$ cat src/rtl/itch_dec_pkg.sv
// Shared constants and the packed record layout for the ITCH order-lifecycle decoder.
package itch_dec_pkg;

  typedef enum logic [2:0] {
    KIND_NONE   = 3'd0,
    KIND_ADD    = 3'd1,
    KIND_CANCEL = 3'd2,
    KIND_DELETE = 3'd3,
    KIND_EXEC   = 3'd4
  } msg_kind_e;

  localparam logic [7:0] TYPE_ADD    = 8'h41; // 'A'
  localparam logic [7:0] TYPE_CANCEL = 8'h58; // 'X'
  localparam logic [7:0] TYPE_DELETE = 8'h44; // 'D'
  localparam logic [7:0] TYPE_EXEC   = 8'h45; // 'E'
  localparam logic [7:0] SIDE_BUY    = 8'h42; // 'B'

  localparam logic [7:0] LEN_ADD    = 8'd26;
  localparam logic [7:0] LEN_CANCEL = 8'd13;
  localparam logic [7:0] LEN_DELETE = 8'd9;
  localparam logic [7:0] LEN_EXEC   = 8'd21;

  localparam int unsigned OFF_TYPE       = 0;
  localparam int unsigned OFF_REF        = 1;
  localparam int unsigned OFF_ADD_SIDE   = 9;
  localparam int unsigned OFF_ADD_SHARES = 10;
  localparam int unsigned OFF_ADD_STOCK  = 14;
  localparam int unsigned OFF_ADD_PRICE  = 22;
  localparam int unsigned OFF_SHARES     = 9;
  localparam int unsigned OFF_EXEC_MATCH = 13;
  localparam int unsigned MIN_BYTES      = 26;

  typedef struct packed {
    msg_kind_e   kind;
    logic [63:0] order_ref;
    logic        buy_sell;
    logic [31:0] shares;
    logic [31:0] price;
    logic [63:0] stock;
    logic [63:0] match_num;
    logic        len_err;
    logic [8:0]  spare;
  } rec_t;

  localparam int unsigned REC_W = $bits(rec_t);

endpackage

$ cat src/rtl/itch_sync_fifo.sv
// Generic synchronous FIFO; occupancy tracked by a dedicated count register.
module itch_sync_fifo #(
  parameter int unsigned WIDTH = 8,
  parameter int unsigned DEPTH = 4
) (
  input  logic             clk,
  input  logic             rst_n,
  input  logic             push,
  input  logic [WIDTH-1:0] wdata,
  input  logic             pop,
  output logic [WIDTH-1:0] rdata,
  output logic             full,
  output logic             empty
);

  localparam int unsigned AW = $clog2(DEPTH);

  logic [WIDTH-1:0] mem [DEPTH];
  logic [AW-1:0]    wr_ptr;
  logic [AW-1:0]    rd_ptr;
  logic [AW:0]      count;
  logic             do_push;
  logic             do_pop;

  assign full    = (count == (AW+1)'(DEPTH));
  assign empty   = (count == '0);
  assign do_push = push && !full;
  assign do_pop  = pop && !empty;
  assign rdata   = mem[rd_ptr];

  always_ff @(posedge clk) begin
    if (!rst_n) begin
      wr_ptr <= '0;
      rd_ptr <= '0;
      count  <= '0;
      mem    <= '{default: '0};
    end else begin
      if (do_push) begin
        mem[wr_ptr] <= wdata;
        wr_ptr      <= wr_ptr + AW'(1);
      end
      if (do_pop) begin
        rd_ptr <= rd_ptr + AW'(1);
      end
      case ({do_push, do_pop})
        2'b10:   count <= count + (AW+1)'(1);
        2'b01:   count <= count - (AW+1)'(1);
        default: count <= count;
      endcase
    end
  end

endmodule

$ cat src/rtl/itch_order_msg_decoder.sv
// Decodes ITCH Add/Cancel/Delete/Executed messages into a buffered record stream.
// Optional statistics counters are enabled with macro ITCH_DEC_STATS_EN.
module itch_order_msg_decoder
  import itch_dec_pkg::*;
#(
  parameter int unsigned PAYLOAD_W  = 512,
  parameter int unsigned FIFO_DEPTH = 4,
  parameter int unsigned CNT_W      = 32
) (
  input  logic                 clk,
  input  logic                 rst_n,
  input  logic                 in_valid,
  output logic                 in_ready,
  input  logic [PAYLOAD_W-1:0] in_payload,
  input  logic [7:0]           in_len,
  output logic                 out_valid,
  input  logic                 out_ready,
  output logic [2:0]           out_msg_kind,
  output logic [63:0]          out_order_ref,
  output logic                 out_buy_sell,
  output logic [31:0]          out_shares,
  output logic [31:0]          out_price,
  output logic [63:0]          out_stock,
  output logic [63:0]          out_match_num,
  output logic                 out_len_err,
  output logic                 drop_pulse
`ifdef ITCH_DEC_STATS_EN
  ,
  output logic [CNT_W-1:0]     stat_add,
  output logic [CNT_W-1:0]     stat_cancel,
  output logic [CNT_W-1:0]     stat_delete,
  output logic [CNT_W-1:0]     stat_exec,
  output logic [CNT_W-1:0]     stat_len_err,
  output logic [CNT_W-1:0]     stat_drop
`endif
);

  localparam int unsigned TOP = PAYLOAD_W - 1;

  rec_t dec;
  rec_t head;
  rec_t last_rec;
  rec_t shown;
  logic known;
  logic acc;
  logic fifo_full;
  logic fifo_empty;
  logic [REC_W-1:0] fifo_rdata;

  assign acc = in_valid && in_ready;

  always_comb begin
    dec   = '0;
    known = 1'b1;
    case (in_payload[TOP-8*OFF_TYPE -: 8])
      TYPE_ADD: begin
        dec.kind      = KIND_ADD;
        dec.order_ref = in_payload[TOP-8*OFF_REF -: 64];
        dec.buy_sell  = (in_payload[TOP-8*OFF_ADD_SIDE -: 8] == SIDE_BUY);
        dec.shares    = in_payload[TOP-8*OFF_ADD_SHARES -: 32];
        dec.stock     = in_payload[TOP-8*OFF_ADD_STOCK -: 64];
        dec.price     = in_payload[TOP-8*OFF_ADD_PRICE -: 32];
        dec.len_err   = (in_len != LEN_ADD);
      end
      TYPE_CANCEL: begin
        dec.kind      = KIND_CANCEL;
        dec.order_ref = in_payload[TOP-8*OFF_REF -: 64];
        dec.shares    = in_payload[TOP-8*OFF_SHARES -: 32];
        dec.len_err   = (in_len != LEN_CANCEL);
      end
      TYPE_DELETE: begin
        dec.kind      = KIND_DELETE;
        dec.order_ref = in_payload[TOP-8*OFF_REF -: 64];
        dec.len_err   = (in_len != LEN_DELETE);
      end
      TYPE_EXEC: begin
        dec.kind      = KIND_EXEC;
        dec.order_ref = in_payload[TOP-8*OFF_REF -: 64];
        dec.shares    = in_payload[TOP-8*OFF_SHARES -: 32];
        dec.match_num = in_payload[TOP-8*OFF_EXEC_MATCH -: 64];
        dec.len_err   = (in_len != LEN_EXEC);
      end
      default: known = 1'b0;
    endcase
  end

  generate
    if (PAYLOAD_W > 8*MIN_BYTES) begin : g_tail
      logic unused_tail;
      assign unused_tail = ^in_payload[PAYLOAD_W-1-8*MIN_BYTES:0];
    end
  endgenerate

  itch_sync_fifo #(
    .WIDTH(REC_W),
    .DEPTH(FIFO_DEPTH)
  ) u_fifo (
    .clk  (clk),
    .rst_n(rst_n),
    .push (acc && known),
    .wdata(dec),
    .pop  (out_ready),
    .rdata(fifo_rdata),
    .full (fifo_full),
    .empty(fifo_empty)
  );

  assign head      = rec_t'(fifo_rdata);
  assign in_ready  = !fifo_full;
  assign out_valid = !fifo_empty;

  // Once drained, the FIFO slot under rd_ptr may be older than the last head, so keep a copy.
  assign shown = fifo_empty ? last_rec : head;

  always_ff @(posedge clk) begin
    if (!rst_n) begin
      last_rec   <= '0;
      drop_pulse <= 1'b0;
    end else begin
      if (!fifo_empty) last_rec <= head;
      drop_pulse <= acc && !known;
    end
  end

  assign out_msg_kind  = shown.kind;
  assign out_order_ref = shown.order_ref;
  assign out_buy_sell  = shown.buy_sell;
  assign out_shares    = shown.shares;
  assign out_price     = shown.price;
  assign out_stock     = shown.stock;
  assign out_match_num = shown.match_num;
  assign out_len_err   = shown.len_err;

`ifdef ITCH_DEC_STATS_EN
  function automatic logic [CNT_W-1:0] sat_inc(input logic [CNT_W-1:0] c, input logic en);
    return (en && (c != '1)) ? c + CNT_W'(1) : c;
  endfunction

  always_ff @(posedge clk) begin
    if (!rst_n) begin
      stat_add     <= '0;
      stat_cancel  <= '0;
      stat_delete  <= '0;
      stat_exec    <= '0;
      stat_len_err <= '0;
      stat_drop    <= '0;
    end else begin
      stat_add     <= sat_inc(stat_add,     acc && known && dec.kind == KIND_ADD);
      stat_cancel  <= sat_inc(stat_cancel,  acc && known && dec.kind == KIND_CANCEL);
      stat_delete  <= sat_inc(stat_delete,  acc && known && dec.kind == KIND_DELETE);
      stat_exec    <= sat_inc(stat_exec,    acc && known && dec.kind == KIND_EXEC);
      stat_len_err <= sat_inc(stat_len_err, acc && known && dec.len_err);
      stat_drop    <= sat_inc(stat_drop,    acc && !known);
    end
  end
`endif

endmodule

$ cat config.mk
export PLATFORM = sky130hd
export DESIGN_NAME = itch_order_msg_decoder
export DESIGN_NICKNAME = d
export VERILOG_FILES = /design/src/rtl/itch_dec_pkg.sv /design/src/rtl/itch_sync_fifo.sv /design/src/rtl/itch_order_msg_decoder.sv
export SDC_FILE = /design/constraint.sdc
export NUM_CORES = 2
export LEC_CHECK = 0
export CORE_ASPECT_RATIO = 0.75
export CORE_MARGIN = 4
export CORE_UTILIZATION = 54
export DETAILED_ROUTE_END_ITERATION = 10
export PLACE_DENSITY = 0.79
export SLEW_MARGIN = 30
export SYNTH_ARGS = -nofsm -noshare
export SYNTH_HDL_FRONTEND = slang
export SYNTH_SLANG_ARGS = --single-unit
$ cat constraint.sdc
create_clock -name clk -period 8.65 [get_ports clk]
set_input_delay 2.1625 -clock clk [delete_from_list [all_inputs] [get_ports clk]]
set_output_delay 2.1625 -clock clk [all_outputs]
set_load 0.005 [all_outputs]
Yosys cells after proc, flatten, opt, wreduce, memory -nomap -nowiden --
Index checks and enable logic that the tools add are counted.
Operators by class: equal/unequal tests 12, bitwise gates (word level) 2, mux-type cells 15, order comparisons 3, reductions and logical operators 13, $add $sub $neg 4
Operators by type and width (count):
- bitwise mux 1080 bit | 1
- 2-to-1 mux 270 bit | 4
- binary-select mux 270 bit (select 2 bit) | 1
- demux 270 bit (select 2 bit) | 1
- one-hot mux 67 bit (4 select lines) | 1
- 2-to-1 mux 96 bit | 1
- 2-to-1 mux 64 bit | 1
- one-hot mux 32 bit (2 select lines) | 1
- equality test 8 x 7 -> 1 bit (second input constant) | 5
- != test 8 x 4 -> 1 bit (second input constant) | 2
- != test 8 x 5 -> 1 bit (second input constant) | 2
- >= comparator 3 bit (second input constant) | 2
- logical AND 1 bit | 6
- NOT 2 -> 3 bit | 2
- one-hot mux 3 bit (2 select lines) | 1
- adder 2 x 1 -> 2 bit (second input constant) | 2
- one-hot mux 1 bit (4 select lines) | 1
- OR reduction 4 bit | 1
- adder 3 x 1 -> 3 bit (second input constant) | 1
- equality test 3 bit (second input constant) | 1
- zero test 1 bit | 3
- zero test 3 bit | 1
- < comparator 3 x 1 -> 1 bit (second input constant) | 1
- subtractor 3 x 1 -> 3 bit (second input constant) | 1
- 5 further kinds | 6
Word-level totals: output and inout bits 264, register bits 1358, logic and storage cells 66

Depth between registers and ports, before layout --
depth after elaboration 7, mapped depth 11, gate-level depth less buffers 10

Modules after synthesis --
Synthesis repeated with hierarchy kept, for this count alone.
Second synthesis, totals: cell total of the unflattened synthesis 5327, area, all modules 58060.7 um2
Modules (own cells, without submodules):
- itch_sync_fifo | instances 1, area an instance 45874.0 um2, sequential area each 21760.9 um2, cells an instance 4162
- itch_order_msg_decoder | instances 1, area an instance 12186.7 um2, sequential area each 5245.0 um2, cells an instance 1165

Least setup slack after synthesis --
Ideal clock, no wire load.
path kind input -> register, start point in in_payload[509], end point reg u_fifo.count[2], path buffers 1, setup slack 4.394 ns, stages 10, arrival 4.181 ns, cells stage by stage or4b_1 buf_2 nor3_1 inv_1 ha_1 inv_1 fa_1 xor2_1 or3_1 a21boi_0
On the way: word-level cells in the longest chain between the ends 7, elaborated cells between the ends (all ways) 12
Ends and longest elaborated chain:
- from (decl) | RTL line itch_order_msg_decoder.sv:14 | input logic [PAYLOAD_W-1:0] in_payload,
- equality test 8 x 7 -> 1 bit | RTL line itch_order_msg_decoder.sv:55 | case (in_payload[TOP-8*OFF_TYPE -: 8])
- OR reduction 4 bit (no line) (*)
- 2-to-1 mux 1 bit (*) | RTL line itch_order_msg_decoder.sv:55
- logical AND 1 bit (*) | RTL line itch_order_msg_decoder.sv:100 | .push (acc && known),
- logical AND 1 bit (*) | RTL line itch_sync_fifo.sv:27 | assign do_push = push && !full;
- equality test 2 x 1 -> 1 bit or equality test 2 bit (tied branches) | RTL line itch_sync_fifo.sv:45 | case ({do_push, do_pop})
- one-hot mux 3 bit (2 select lines) or nonzero test 2 bit (tied branches)
- to (signal assigned) | RTL line itch_sync_fifo.sv:46 | 2'b10: count <= count + (AW+1)'(1);
- to (signal assigned) | RTL line itch_sync_fifo.sv:47 | 2'b01: count <= count - (AW+1)'(1);
- to (signal assigned) | RTL line itch_sync_fifo.sv:48 | default: count <= count;
- to (decl) | RTL line itch_sync_fifo.sv:21 | logic [AW:0] count;
Every way passes the cells marked *; elsewhere a longest branch is shown, timed or not. A chain may end at the register's enable or synchronous reset.

Worst setup path after layout --
start point reg u_fifo.rd_ptr[0], end point out out_match_num[59]
On the way: word-level cells in the longest chain between the ends 5
Ends and longest elaborated chain:
- from (decl) | RTL line itch_sync_fifo.sv:20 | logic [AW-1:0] rd_ptr;
- from (signal assigned) | RTL line itch_sync_fifo.sv:43 | rd_ptr <= rd_ptr + AW'(1);
- NOT 2 -> 3 bit (not written as such) | RTL line itch_sync_fifo.sv:29 | assign rdata = mem[rd_ptr];
- binary-select mux 270 bit (select 2 bit) | RTL line itch_sync_fifo.sv:29
- 2-to-1 mux 270 bit (not written as such) (2 in series) | RTL line itch_sync_fifo.sv:29
- 2-to-1 mux 270 bit
- to (decl) | RTL line itch_order_msg_decoder.sv:24 | output logic [63:0] out_match_num,
No other way between the ends. The select of a mux whose other input is x is not followed.

==> impl_results.md <==
- Pin count of the biggest net entering global routing: 291
- Status: finished clean
- Post-synthesis sequential area ratio: 46.09%
- Synthesized instance count: 6009
- Die X: 383.3 um
- # port buffers: 483
- Largest cells by area after synthesis: dfxtp_1 (46%), mux4_2 (10%), a21boi_1 (9.8%), nand2_1 (9.7%), nand3_1 (5.6%)
- Cell row count: 102
- Nets: 6600
- Post-synth EDFFs: 0
- Layout cell share with drive strength beyond 1: 13.02%
- Tmin final: between 6 and 7 ns
- Post_cts resized: 0
- Routed len/inst: about 21 um
- #FFs+latches synth: 1313
- Cts hold-fix bufs: 0
- RSZ-0062 raised after global routing: no
- Crit start category: flop
- CP top delay family: buffers and inverters
- Die area: 0.1109 sq mm
- Max Clock Freq: ~0.17 GHz
- Syn Area/Cell: 9.492 sq um
- Max_slew headroom: around 29%
- Crit end category: output pin
- Fin. max-slew vios: 0
- Endpoints failing hold: 0
- Max-Cap Viols: 0
- Final worst path period share: 69.96%
- Buf/Inv on CP: 2
- CP Cell Sequence: buf_4 > mux4_2 > mux2_2 > clkdlybuf4s50_1
- Routed vias/inst: 5.926
- Asr flop ratio synth: 0%
- DR iter-0 viols: 4038
- GRT overflow: 0
- Slowest-stage cell, CP: buf_4
- Final GP Congestion: 0.7944
- TritonCTS clock tree: yes
- WS Path Type: flop to output pin
- Initial antenna violation count: 35
- Distinct cells, synth: 43
- Crit path largest cell delay: 0.77 ns
- DIE HEIGHT: 289.5 um
- Vias in the first global route: 44370
- Post-synth top cells: nand2_1 (1478), dfxtp_1 (1313), a21boi_1 (747), nand3_1 (641), clkbuf_1 (309)
- Final setup violation count: 0
- First-pass GRT wire length: 252800 um
- P_leak: 21.88 nW
- WL final: approximately 160000 um
- Placed cells: around 7300
- CTS clk-pin slew, worst paths: approximately 0.070 ns
- HP Class: flop to flop
- Total power: 12.53 mW
- Ys flop type: dfxtp_1
- Final core occ: 63.75%
- Clk_lat worst skew: 0.74 ns
- DRT antenna net count: 0
- Cell Pwr Density: 189.0 mW/mm^2
- H-Tree Depth: 4
- TNS Setup: 0 ns
- Sink Count: 1313
- Required time worst endpoint: 6.49 ns
- # IOs: 788
- Initial Util: 54.83%
- Clock root buffer master: clkbuf_16
- Synthesized area: 0.05703 sq mm
- Count leader, synth: nand2_1
- Worst R2R Setup Slack: ~5.2 ns
- Setup bufs post-CTS: 0
- Total CTS buffers: 130
- Arrival @ worst endpoint: 3.89 ns
- Synthesis Warnings: 0
- Vias post-DR: about 45000
- Worst slew pin tran: ~1.1 ns
- CTS Buffer Depth: 3
- All-Layer GR Usage: 28.50%
- DP HPWL: 91480 um
- Final non-filler cell total: approximately 7600
- Synthesized net count: 6539
- Critical path peak fanout: 39
- Max VDD drop: 172.1 uV
- Drt first pass iters: 9
- Fraction of synthesized cell area taken by the top area cell type: 46.09%
- Area Overhead vs Synth: 16.27%
- Floorplan Core Area: 0.1040 sq mm
- Clock skew: 0.02603 ns
- Area leader, netlist: dfxtp_1
- Drc violations: 0
[metrics by stage]
step	worst slack, ns	hold WS (ns)	cell area, sq um
6_report	2.599	0.4461	66310
5_1_grt	2.388	0.4644	66290
3_3_place_gp	3.041	0.4338	61550
4_1_cts	2.505	0.4491	66180
2_1_floorplan	4.394	0.4275	57030
3_5_place_dp	2.984	0.4398	61560
[tightest hold or removal path, cell delays in order (launching register included)]
cell and delay [ns]:
dfxtp_1 0.31, nand2_1 0.05, a21boi_1 0.05
[final timing paths]
| check | start | end | cells past startpoint |
|---|---|---|---|
| setup / recovery | u_fifo.rd_ptr[0] | out_match_num[59] | 4 |
| hold / removal | u_fifo.mem[384] | u_fifo.mem[384] | 2 |
| setup reg to reg | u_fifo.count[0] | u_fifo.mem[669] | 7 |
| hold reg to reg | u_fifo.mem[384] | u_fifo.mem[384] | 2 |
[final cells by class]
class,instances,area [sq um]
diodes,25,62.56
clock buffers,192,3891
clock inverters,45,726.9
fillers,8276,37700
inverters,6,22.52
multi-input cells,4085,28010
flip-flops and latches,1313,26290
well taps,1404,1757
repair buffers,534,5548
[sequential cells by signal (all words and copies together), names as in the netlist]
register and count:
drop_pulse 1, u_fifo.rd_ptr 2, u_fifo.mem 1044, u_fifo.count 3, last_rec 261, u_fifo.wr_ptr 2
[cells by family (layout without fill, tap and decap cells)]
family / Yosys count / after routing / share of synthesized area [%]
buffers and inverters: 611 / 777 / 4.892
multiplexers: 523 / 523 / 15.48
AO/OA/AOI/OAI: 1123 / 1123 / 14.46
other: 0 / 25 / 0
flip-flops: 1313 / 1313 / 46.09
adder cells (fa/ha/maj): 6 / 6 / 0.1448
AND/OR/NAND/NOR: 2426 / 2426 / 18.83
XOR/XNOR: 7 / 7 / 0.1075
[power by group]
| part | switching (mW) | internal (mW) |
|---|---|---|
| logic | 0.200 | 0.190 |
| clock network | 2.47 | 3.62 |
| registers | 0.00182 | 6.05 |
| total | 2.67 | 9.86 |
[metal layers]
layer	wire length, um	part of all wire, %	up-vias	track usage (%)
met4	5415	3.3	16	11.08
met5	110	0.067	-	0
li1	-	-	20660	-
met1	68290	42	22311	37.34
met2	76760	47	1731	46.27
met3	12800	7.8	341	6.277
[placed cells by master (no fill, tap or decap), types with 5 or more instances in the layout]
cell	instances
nand2_1	1478
dfxtp_1	1311
a21boi_1	747
nand3_1	641
clkdlybuf4s50_1	482
a21boi_0	294
and2_1	266
mux4_2	261
mux2_2	261
clkbuf_16	134
a21oi_1	38
o21ai_0	37
clkbuf_8	32
clkbuf_1	26
diode_2	25
buf_4	22
buf_12	21
bufinv_16	16
clkinv_2	14
inv_1	6
nor2_1	6
inv_6	6
buf_6	6
xnor2_1	5
ha_1	5
Power figures use the tool's default switching activity.
